==> src/rtl/mul_seq_ctrl.sv <==
// Iterative shift-add multiply sequencer for the FMUL function code. Each clock
// adds one partial product, then a sign stage forms the W-bit result and V/C/N/Z.
module mul_seq_ctrl #(
  parameter int WIDTH  = 16,
  parameter bit SIGNED = 1'b1
) (
  input  logic             clk,
  input  logic             rst_n,
  input  logic             start,
  input  logic             abort,
  input  logic [WIDTH-1:0] a,
  input  logic [WIDTH-1:0] b,
  output logic             busy,
  output logic             done,
  output logic [WIDTH-1:0] result,
  output logic             v,
  output logic             c,
  output logic             n,
  output logic             z
);

  localparam int PW = 2 * WIDTH;
  localparam int CW = $clog2(WIDTH);
  localparam logic [PW-1:0] HALF = PW'(1) << (WIDTH - 1);

  typedef enum logic [1:0] {IDLE, CALC, SIGN, DONE} state_t;

  state_t           state_q;
  logic [CW-1:0]    cnt_q;
  logic [WIDTH-1:0] mcand_q, mplier_q;
  logic [PW-1:0]    acc_q;
  logic             sign_q;
  logic             busy_q, done_q, v_q, c_q, n_q, z_q;
  logic [WIDTH-1:0] result_q;

  // Magnitude fits in WIDTH unsigned bits: |-2^(W-1)| = 2^(W-1).
  logic [WIDTH-1:0] a_mag_d, b_mag_d, s_lo_d;
  logic [PW-1:0]    pp_d;
  logic             v_d;

  always_comb begin
    a_mag_d = (SIGNED && a[WIDTH-1]) ? (~a + 1'b1) : a;
    b_mag_d = (SIGNED && b[WIDTH-1]) ? (~b + 1'b1) : b;
    pp_d    = {{WIDTH{1'b0}}, mcand_q} << cnt_q;
    // Low bits of -P depend only on low bits of P.
    s_lo_d  = sign_q ? (~acc_q[WIDTH-1:0] + 1'b1) : acc_q[WIDTH-1:0];
    if (SIGNED) v_d = sign_q ? (acc_q > HALF) : (acc_q > (HALF - 1'b1));
    else        v_d = |acc_q[PW-1:WIDTH];
  end

  always_ff @(posedge clk or negedge rst_n) begin
    if (!rst_n) begin
      state_q  <= IDLE;
      cnt_q    <= '0;
      mcand_q  <= '0;
      mplier_q <= '0;
      acc_q    <= '0;
      sign_q   <= 1'b0;
      busy_q   <= 1'b0;
      done_q   <= 1'b0;
      result_q <= '0;
      v_q      <= 1'b0;
      c_q      <= 1'b0;
      n_q      <= 1'b0;
      z_q      <= 1'b1;
    end else begin
      done_q <= 1'b0;
      case (state_q)
        IDLE: begin
          if (start && !abort) begin
            mcand_q  <= a_mag_d;
            mplier_q <= b_mag_d;
            sign_q   <= SIGNED & (a[WIDTH-1] ^ b[WIDTH-1]);
            acc_q    <= '0;
            cnt_q    <= '0;
            busy_q   <= 1'b1;
            state_q  <= CALC;
          end
        end
        CALC: begin
          if (abort) begin
            busy_q  <= 1'b0;
            state_q <= IDLE;
          end else begin
            if (mplier_q[0]) acc_q <= acc_q + pp_d;
            mplier_q <= mplier_q >> 1;
            cnt_q    <= cnt_q + 1'b1;
            if (cnt_q == CW'(WIDTH - 1)) state_q <= SIGN;
          end
        end
        SIGN: begin
          if (abort) begin
            busy_q  <= 1'b0;
            state_q <= IDLE;
          end else begin
            result_q <= s_lo_d;
            v_q      <= v_d;
            c_q      <= 1'b0;
            n_q      <= s_lo_d[WIDTH-1];
            z_q      <= (s_lo_d == '0);
            done_q   <= 1'b1;
            state_q  <= DONE;
          end
        end
        DONE: begin
          busy_q  <= 1'b0;
          state_q <= IDLE;
        end
        default: begin
          busy_q  <= 1'b0;
          state_q <= IDLE;
        end
      endcase
    end
  end

  assign busy   = busy_q;
  assign done   = done_q;
  assign result = result_q;
  assign v      = v_q;
  assign c      = c_q;
  assign n      = n_q;
  assign z      = z_q;

endmodule

==> config.mk <==
export PLATFORM = sky130hd
export DESIGN_NAME = mul_seq_ctrl
export DESIGN_NICKNAME = d
export VERILOG_FILES = /design/src/rtl/mul_seq_ctrl.sv
export SDC_FILE = /design/constraint.sdc
export NUM_CORES = 1
export LEC_CHECK = 0
export ABC_AREA = 1
export CAP_MARGIN = 5
export CORE_MARGIN = 3
export CORE_UTILIZATION = 50
export CTS_BUF_LIST = sky130_fd_sc_hd__clkbuf_4 sky130_fd_sc_hd__clkbuf_8
export DETAILED_ROUTE_END_ITERATION = 10
export PLACE_DENSITY = 0.71
export SLEW_MARGIN = 20
export SYNTH_ARGS = -nofsm -noshare
export SYNTH_HDL_FRONTEND = slang
export SYNTH_SLANG_ARGS = --single-unit
==> constraint.sdc <==
create_clock -name clk -period 2.8 [get_ports clk]
set_clock_uncertainty 0.15 [all_clocks]
set_input_delay 0.84 -clock clk [delete_from_list [all_inputs] [get_ports clk]]
set_output_delay 0.84 -clock clk [all_outputs]
set_load 0.03 [all_outputs]
Yosys cells after proc, flatten, opt, wreduce, memory -nomap -nowiden. Cells that the tools add are included.

Output and inout bits: 22. Logic and storage cells: 70. Bits in registers: 92.

Multiplexer cells: 24. Reduce and logical (&&, ||, !) cells: 12. Equal/unequal tests: 9. $add $sub $neg: 5. Bitwise logic cells: 5. Shift-type cells: 1. Order comparisons: 2.

Operators with widths (count): $mux 32 (3); $mux 16 (5); $pmux 32 s2 (1); $add 16x1->16 const B (3); $not 16->16 (3); $add 32x32->32 (1); $gt 32x15->1 const B (1); $gt 32x16->1 const B (1); $pmux 16 s2 (1); $shl 16x4->32 (1); $logic_not 16->1 (1); $mux 2 (4); $mux 4 (2); $pmux 2 s4 (1); $pmux 4 s2 (1); $reduce_and 2->1 (4); $ne 2x2->1 const B (3); $mux 1 (5); $add 4x1->4 const B (1); $eq 2x2->1 const B (2); $eq 4x4->1 const B (1); $reduce_and 4->1 (1); $ne 3x3->1 const B (1); $pmux 1 s3 (1); 10 further kinds (10).

Depth between registers and ports, before layout.
Depth after elaboration: 5. Gate-level depth with buffers: 23. Mapped depth without buffers: 21.

Worst setup path after synthesis. OpenSTA, ideal clock, no wires.

Path type: register -> register. Start point: register cnt_q[0]. End point: register acc_q[20]. Arrival time: 2.653 ns. Setup slack: -0.121 ns. Stages on the path, launching flop included: 21. Data required time: 2.533 ns. Buffers on the path: 2. Path through: dfrtp_1 -> buf_2 -> inv_1 -> clkbuf_1 -> nand2_1 -> nor2_1 -> nand2_1 -> nor2_1 -> ha_1 -> inv_1 -> fa_1 -> o21ai_0 -> nand2_1 -> nand2_1 -> nand2_1 -> nand2_1 -> nand3_1 -> nand2_1 -> nand2_1 -> nand3_1 -> nand2_1.

Longest elaborated chain between the ends: 5.

Ends and longest elaborated chain: from (decl) (line 29) `logic [CW-1:0] cnt_q;`; from (signal assigned) (line 87) `cnt_q <= cnt_q + 1'b1;`; $shl 16x4->32 (line 44) `pp_d = {{WIDTH{1'b0}}, mcand_q} << cnt_q;`; $add 32x32->32 (line 85) `if (mplier_q[0]) acc_q <= acc_q + pp_d;`; $mux 32 (line 85); $mux 32 (line 81) `if (abort) begin`; $pmux 32 s2 (line 68) `case (state_q)`; to (signal assigned) (line 85); to (decl) (line 31) `logic [PW-1:0] acc_q;`.

No other way between the ends. The select of a mux whose other input is x is not followed. A chain may end at the register's enable or synchronous reset.

Final worst setup path.
Start point: register cnt_q[0]. End point: register acc_q[27].

The elaborated chain is that of the path after synthesis.

==> load_flow_metrics.sql <==
INSERT INTO impl_metrics (metric_group, metric, value, unit) VALUES
('global_routing', 'grt_antenna_before_repair', '0', ''),
('setup_path', 'timing.critical_path.buf_inv', '3', ''),
('global_routing', 'grt_start_max_net_pins', '45', ''),
('logic_synthesis', 'portion_of_synthesized_cell_area_occupied_by_the_leading_cell_type', '30.60', '%'),
('sta', 'number_of_setup_violations_in_the_final_report', '23', ''),
('global_routing', 'grt_pass1_wl', '35040', 'um'),
('sta', 'clock.fmax', '337.1', 'MHz'),
('pwr', 'irDropWorstVdd', '0.0005717', 'V'),
('logic_synthesis', 'synthDistinctLibCells', '43', ''),
('floorplanning', 'num_io_pins', '58', ''),
('logic_synthesis', 'synth_flop_cell', 'sky130_fd_sc_hd__dfrtp_1', ''),
('routing', 'routedWlPerCell', '14.33', 'um'),
('place', 'detailedPlace.worstSlack', '-0.3948', 'ns'),
('floorplanning', 'die_w', '127.3', 'um'),
('sta', 'fin_crit_sh', '106.0', '%'),
('setup_path', 'critPathTopFamily', 'simple AND/OR/NAND/NOR gates', ''),
('sta', 'slew-limit-headroom', '50.87', '%'),
('clocking', 'cts_max_level', '3', ''),
('sta', 'fin_crit', '2.967', 'ns'),
('layout', 'number_of_antenna_repair_diodes', '0', ''),
('logic_synthesis', 'synth_cells', '1164', ''),
('global_routing', 'grt.overflow.total', '0', ''),
('global_routing', 'grt_pass1_vias', '7378', ''),
('routing', 'num_vias', '8175', ''),
('clocking', 'insertion_delay', '0.39', 'ns'),
('logic_synthesis', 'yosysMostFrequentCell', 'sky130_fd_sc_hd__nand2_1', ''),
('clocking', 'num_cts_buffers', '9', ''),
('logic_synthesis', 'avgSynthCellArea', '6.324', 'um^2'),
('outcome', 'failed_checks', 'negative setup slack', ''),
('global_routing', 'grt.total_usage', '26.51', '%'),
('layout', 'final.fill_count', '1229', ''),
('clocking', 'postCtsHoldBufs', '0', ''),
('floorplanning', 'starting_utilization_of_the_core_area', '52.02', '%'),
('sta', 'finalHoldWorstSlack', '0.1937', 'ns'),
('setup_path', 'crit_chain', 'inv_2 > clkbuf_16 > nand2_1 > o21ai_1 > o21ai_0 > o21ai_1 > nor2_1 > ha_1 > nand2_2 > nor2_2 > buf_4 > nand2_1 > nor3_1 > nand2_1 > nand2_1 > nand2_1 > nand3_1 > nand2_1', ''),
('place', 'place.gp.congestion', '0.9508', ''),
('flow_run', 'maxCapViolations', '0', ''),
('setup_path', 'cpMostUsedCell', 'sky130_fd_sc_hd__nand2_1', ''),
('clocking', 'cts_root_buf', 'sky130_fd_sc_hd__clkbuf_8', ''),
('clocking', 'cts_tree', 'built', ''),
('sta', 'worst_pin_slew', '0.7370', 'ns'),
('logic_synthesis', 'share_of_synthesized_flip_flops_with_an_asynchronous_set_or_reset', '100.0', '%'),
('place', 'port_buffers', '56', ''),
('sta', 'drv_slew', '0', ''),
('setup_path', 'worstSetupStartpointType', 'flip-flop', ''),
('clocking', 'clk_path_buf_depth', '2', ''),
('routing', 'drtPass1Iterations', '5', ''),
('setup_path', 'max_stage_delay', '0.42', 'ns'),
('floorplanning', 'fp.dieArea', '16210', 'um^2'),
('layout', 'final_net_count', '1409', ''),
('setup_path', 'path_class', 'flip-flop to flip-flop', ''),
('clocking', 'worst_setup_hold_path_clk_slew', '0.10', 'ns'),
('routing', 'postRouteAntennaNets', '0', ''),
('logic_synthesis', 'synth_nets', '1239', ''),
('setup_path', 'required', '2.94', 'ns'),
('routing', 'drt-total-wl', '21760', 'um'),
('outcome', 'outcome', 'complete, but fails checks', ''),
('pwr', 'leakagePower', '4.866', 'nW'),
('sta', 'finalHoldViolCount', '0', ''),
('sta', 'post-route-worst-setup-slack', '-0.1668', 'ns'),
('routing', 'initialDrtViolationCount', '613', ''),
('setup_path', 'critical_path.slowest_cell', 'sky130_fd_sc_hd__dfrtp_1', ''),
('logic_synthesis', 'yosys_register_bits', '91', ''),
('floorplanning', 'std_cell_rows', '43', ''),
('sta', 'grt_setup_unrepaired', 'yes', ''),
('layout', 'drive_above_1_share', '23.75', '%'),
('place', 'post-dp-hpwl', '16710', 'um'),
('logic_synthesis', 'synth_enable_flop_cells', '0', ''),
('floorplanning', 'die_ht', '127.3', 'um'),
('routing', 'post_drt_via_cell_ratio', '5.382', ''),
('routing', 'drc_errors', '0', '');
## per-layer routing
layer	share of wire, %	global-route usage (%)	up-vias
li1	-	-	4159
met1	47	36.78	3754
met2	46	42.43	226
met3	4.9	3.428	36
met4	2.1	9.842	0
met5	0	0	-
## flip-flops by register name, indices dropped and copies added, names as in the netlist, 2 cells and up
name and count:
mcand_q 16, result 15, acc_q 32, cnt_q 4, state_q 2, mplier_q 16
## layout by cell type, fill, tap and decap left out, types with 7 or more instances in the layout
cell	Yosys	final
sky130_fd_sc_hd__xor2_1	12	12
sky130_fd_sc_hd__clkbuf_8	0	10
sky130_fd_sc_hd__nor2_1	138	114
sky130_fd_sc_hd__o22ai_1	11	10
sky130_fd_sc_hd__inv_1	108	105
sky130_fd_sc_hd__inv_2	4	7
sky130_fd_sc_hd__o21ai_1	17	33
sky130_fd_sc_hd__a21oi_1	59	37
sky130_fd_sc_hd__ha_1	38	29
sky130_fd_sc_hd__a31oi_1	11	8
sky130_fd_sc_hd__nand3_1	83	78
sky130_fd_sc_hd__o21ai_2	0	24
sky130_fd_sc_hd__o21ai_0	116	75
sky130_fd_sc_hd__ha_4	0	8
sky130_fd_sc_hd__dfrtp_1	90	90
sky130_fd_sc_hd__a21oi_2	0	20
sky130_fd_sc_hd__nand2_2	1	42
sky130_fd_sc_hd__buf_4	4	132
sky130_fd_sc_hd__clkdlybuf4s50_1	0	55
sky130_fd_sc_hd__nor2_2	0	19
sky130_fd_sc_hd__nor3_1	14	12
sky130_fd_sc_hd__nand2_1	370	323
## stage by stage
stage,cell area [um^2],utilization [%],power (mW),cells
floorplan,7362,-,6.489,1164
global placement,8986,63.51,9.442,1488
detailed placement,8986,63.51,9.574,1488
CTS,9429,66.64,11.21,1507
global route,10030,70.89,13.59,1519
finish,10030,70.89,12.57,1519
## cell families (layout without fill, tap and decap cells)
kind of cell,Yosys count,in the layout,synth area share [%]
buffers and inverters,150,325,7.921
multiplexers,3,3,0.4080
adder cells (fa/ha/maj),39,39,6.731
other,1,1,0.05095
AO/OA/AOI/OAI,234,234,17.17
AND/OR/NAND/NOR,628,628,34.63
XOR/XNOR,18,18,2.142
flip-flops,91,91,30.95
## path summary, 6_finish.rpt
| check | startpoint | endpoint | slack [ns] | cells after the start |
|---|---|---|---|---|
| max | cnt_q[0] | acc_q[27] | -0.17 | 18 |
| min | rst_n | acc_q[21] | 0.19 | 1 |
| max reg2reg | cnt_q[0] | acc_q[27] | -0.17 | 18 |
| min reg2reg | z | z | 0.32 | 2 |
| max in group asynchronous | rst_n | cnt_q[1] | 1.61 | 2 |
| min in group clk | z | z | 0.32 | 2 |
## worst reg2reg max path, cell delays in order, from the launching register on
cell and delay [ns]:
sky130_fd_sc_hd__dfrtp_1 0.42, sky130_fd_sc_hd__inv_2 0.11, sky130_fd_sc_hd__clkbuf_16 0.16, sky130_fd_sc_hd__nand2_1 0.05
sky130_fd_sc_hd__o21ai_1 0.10, sky130_fd_sc_hd__o21ai_0 0.16, sky130_fd_sc_hd__o21ai_1 0.24, sky130_fd_sc_hd__nor2_1 0.09
sky130_fd_sc_hd__ha_1 0.38, sky130_fd_sc_hd__nand2_2 0.13, sky130_fd_sc_hd__nor2_2 0.16, sky130_fd_sc_hd__buf_4 0.14
sky130_fd_sc_hd__nand2_1 0.06, sky130_fd_sc_hd__nor3_1 0.14, sky130_fd_sc_hd__nand2_1 0.14, sky130_fd_sc_hd__nand2_1 0.09
sky130_fd_sc_hd__nand2_1 0.04, sky130_fd_sc_hd__nand3_1 0.07, sky130_fd_sc_hd__nand2_1 0.05
## what timing repair did
item / 4_1_cts / 5_1_grt
buffers inserted: 3 / 11
pin swaps: 8 / 40
cloned: 0 / 1
resized for setup: 74 / 137
endpoints found under the setup margin: 25 / 27
## report_power, final
group | switching, mW | internal (mW) | total, mW
clock | 0.502 | 0.638 | 1.14
sequential | 0.416 | 1.81 | 2.22
combinational | 5.18 | 4.03 | 9.21
total | 6.09 | 6.48 | 12.6
## layout make-up
cell class	instances	area, um^2	area share, %
inverters	113	424.2	4.229
flip-flops and latches	91	2278	22.71
well taps	180	225.2	2.245
clock buffers	12	152.6	1.522
clock inverters	4	97.59	0.9729
repair buffers	196	1700	16.95
multi-input cells	923	5152	51.37
(Power assumes the default switching activity.)
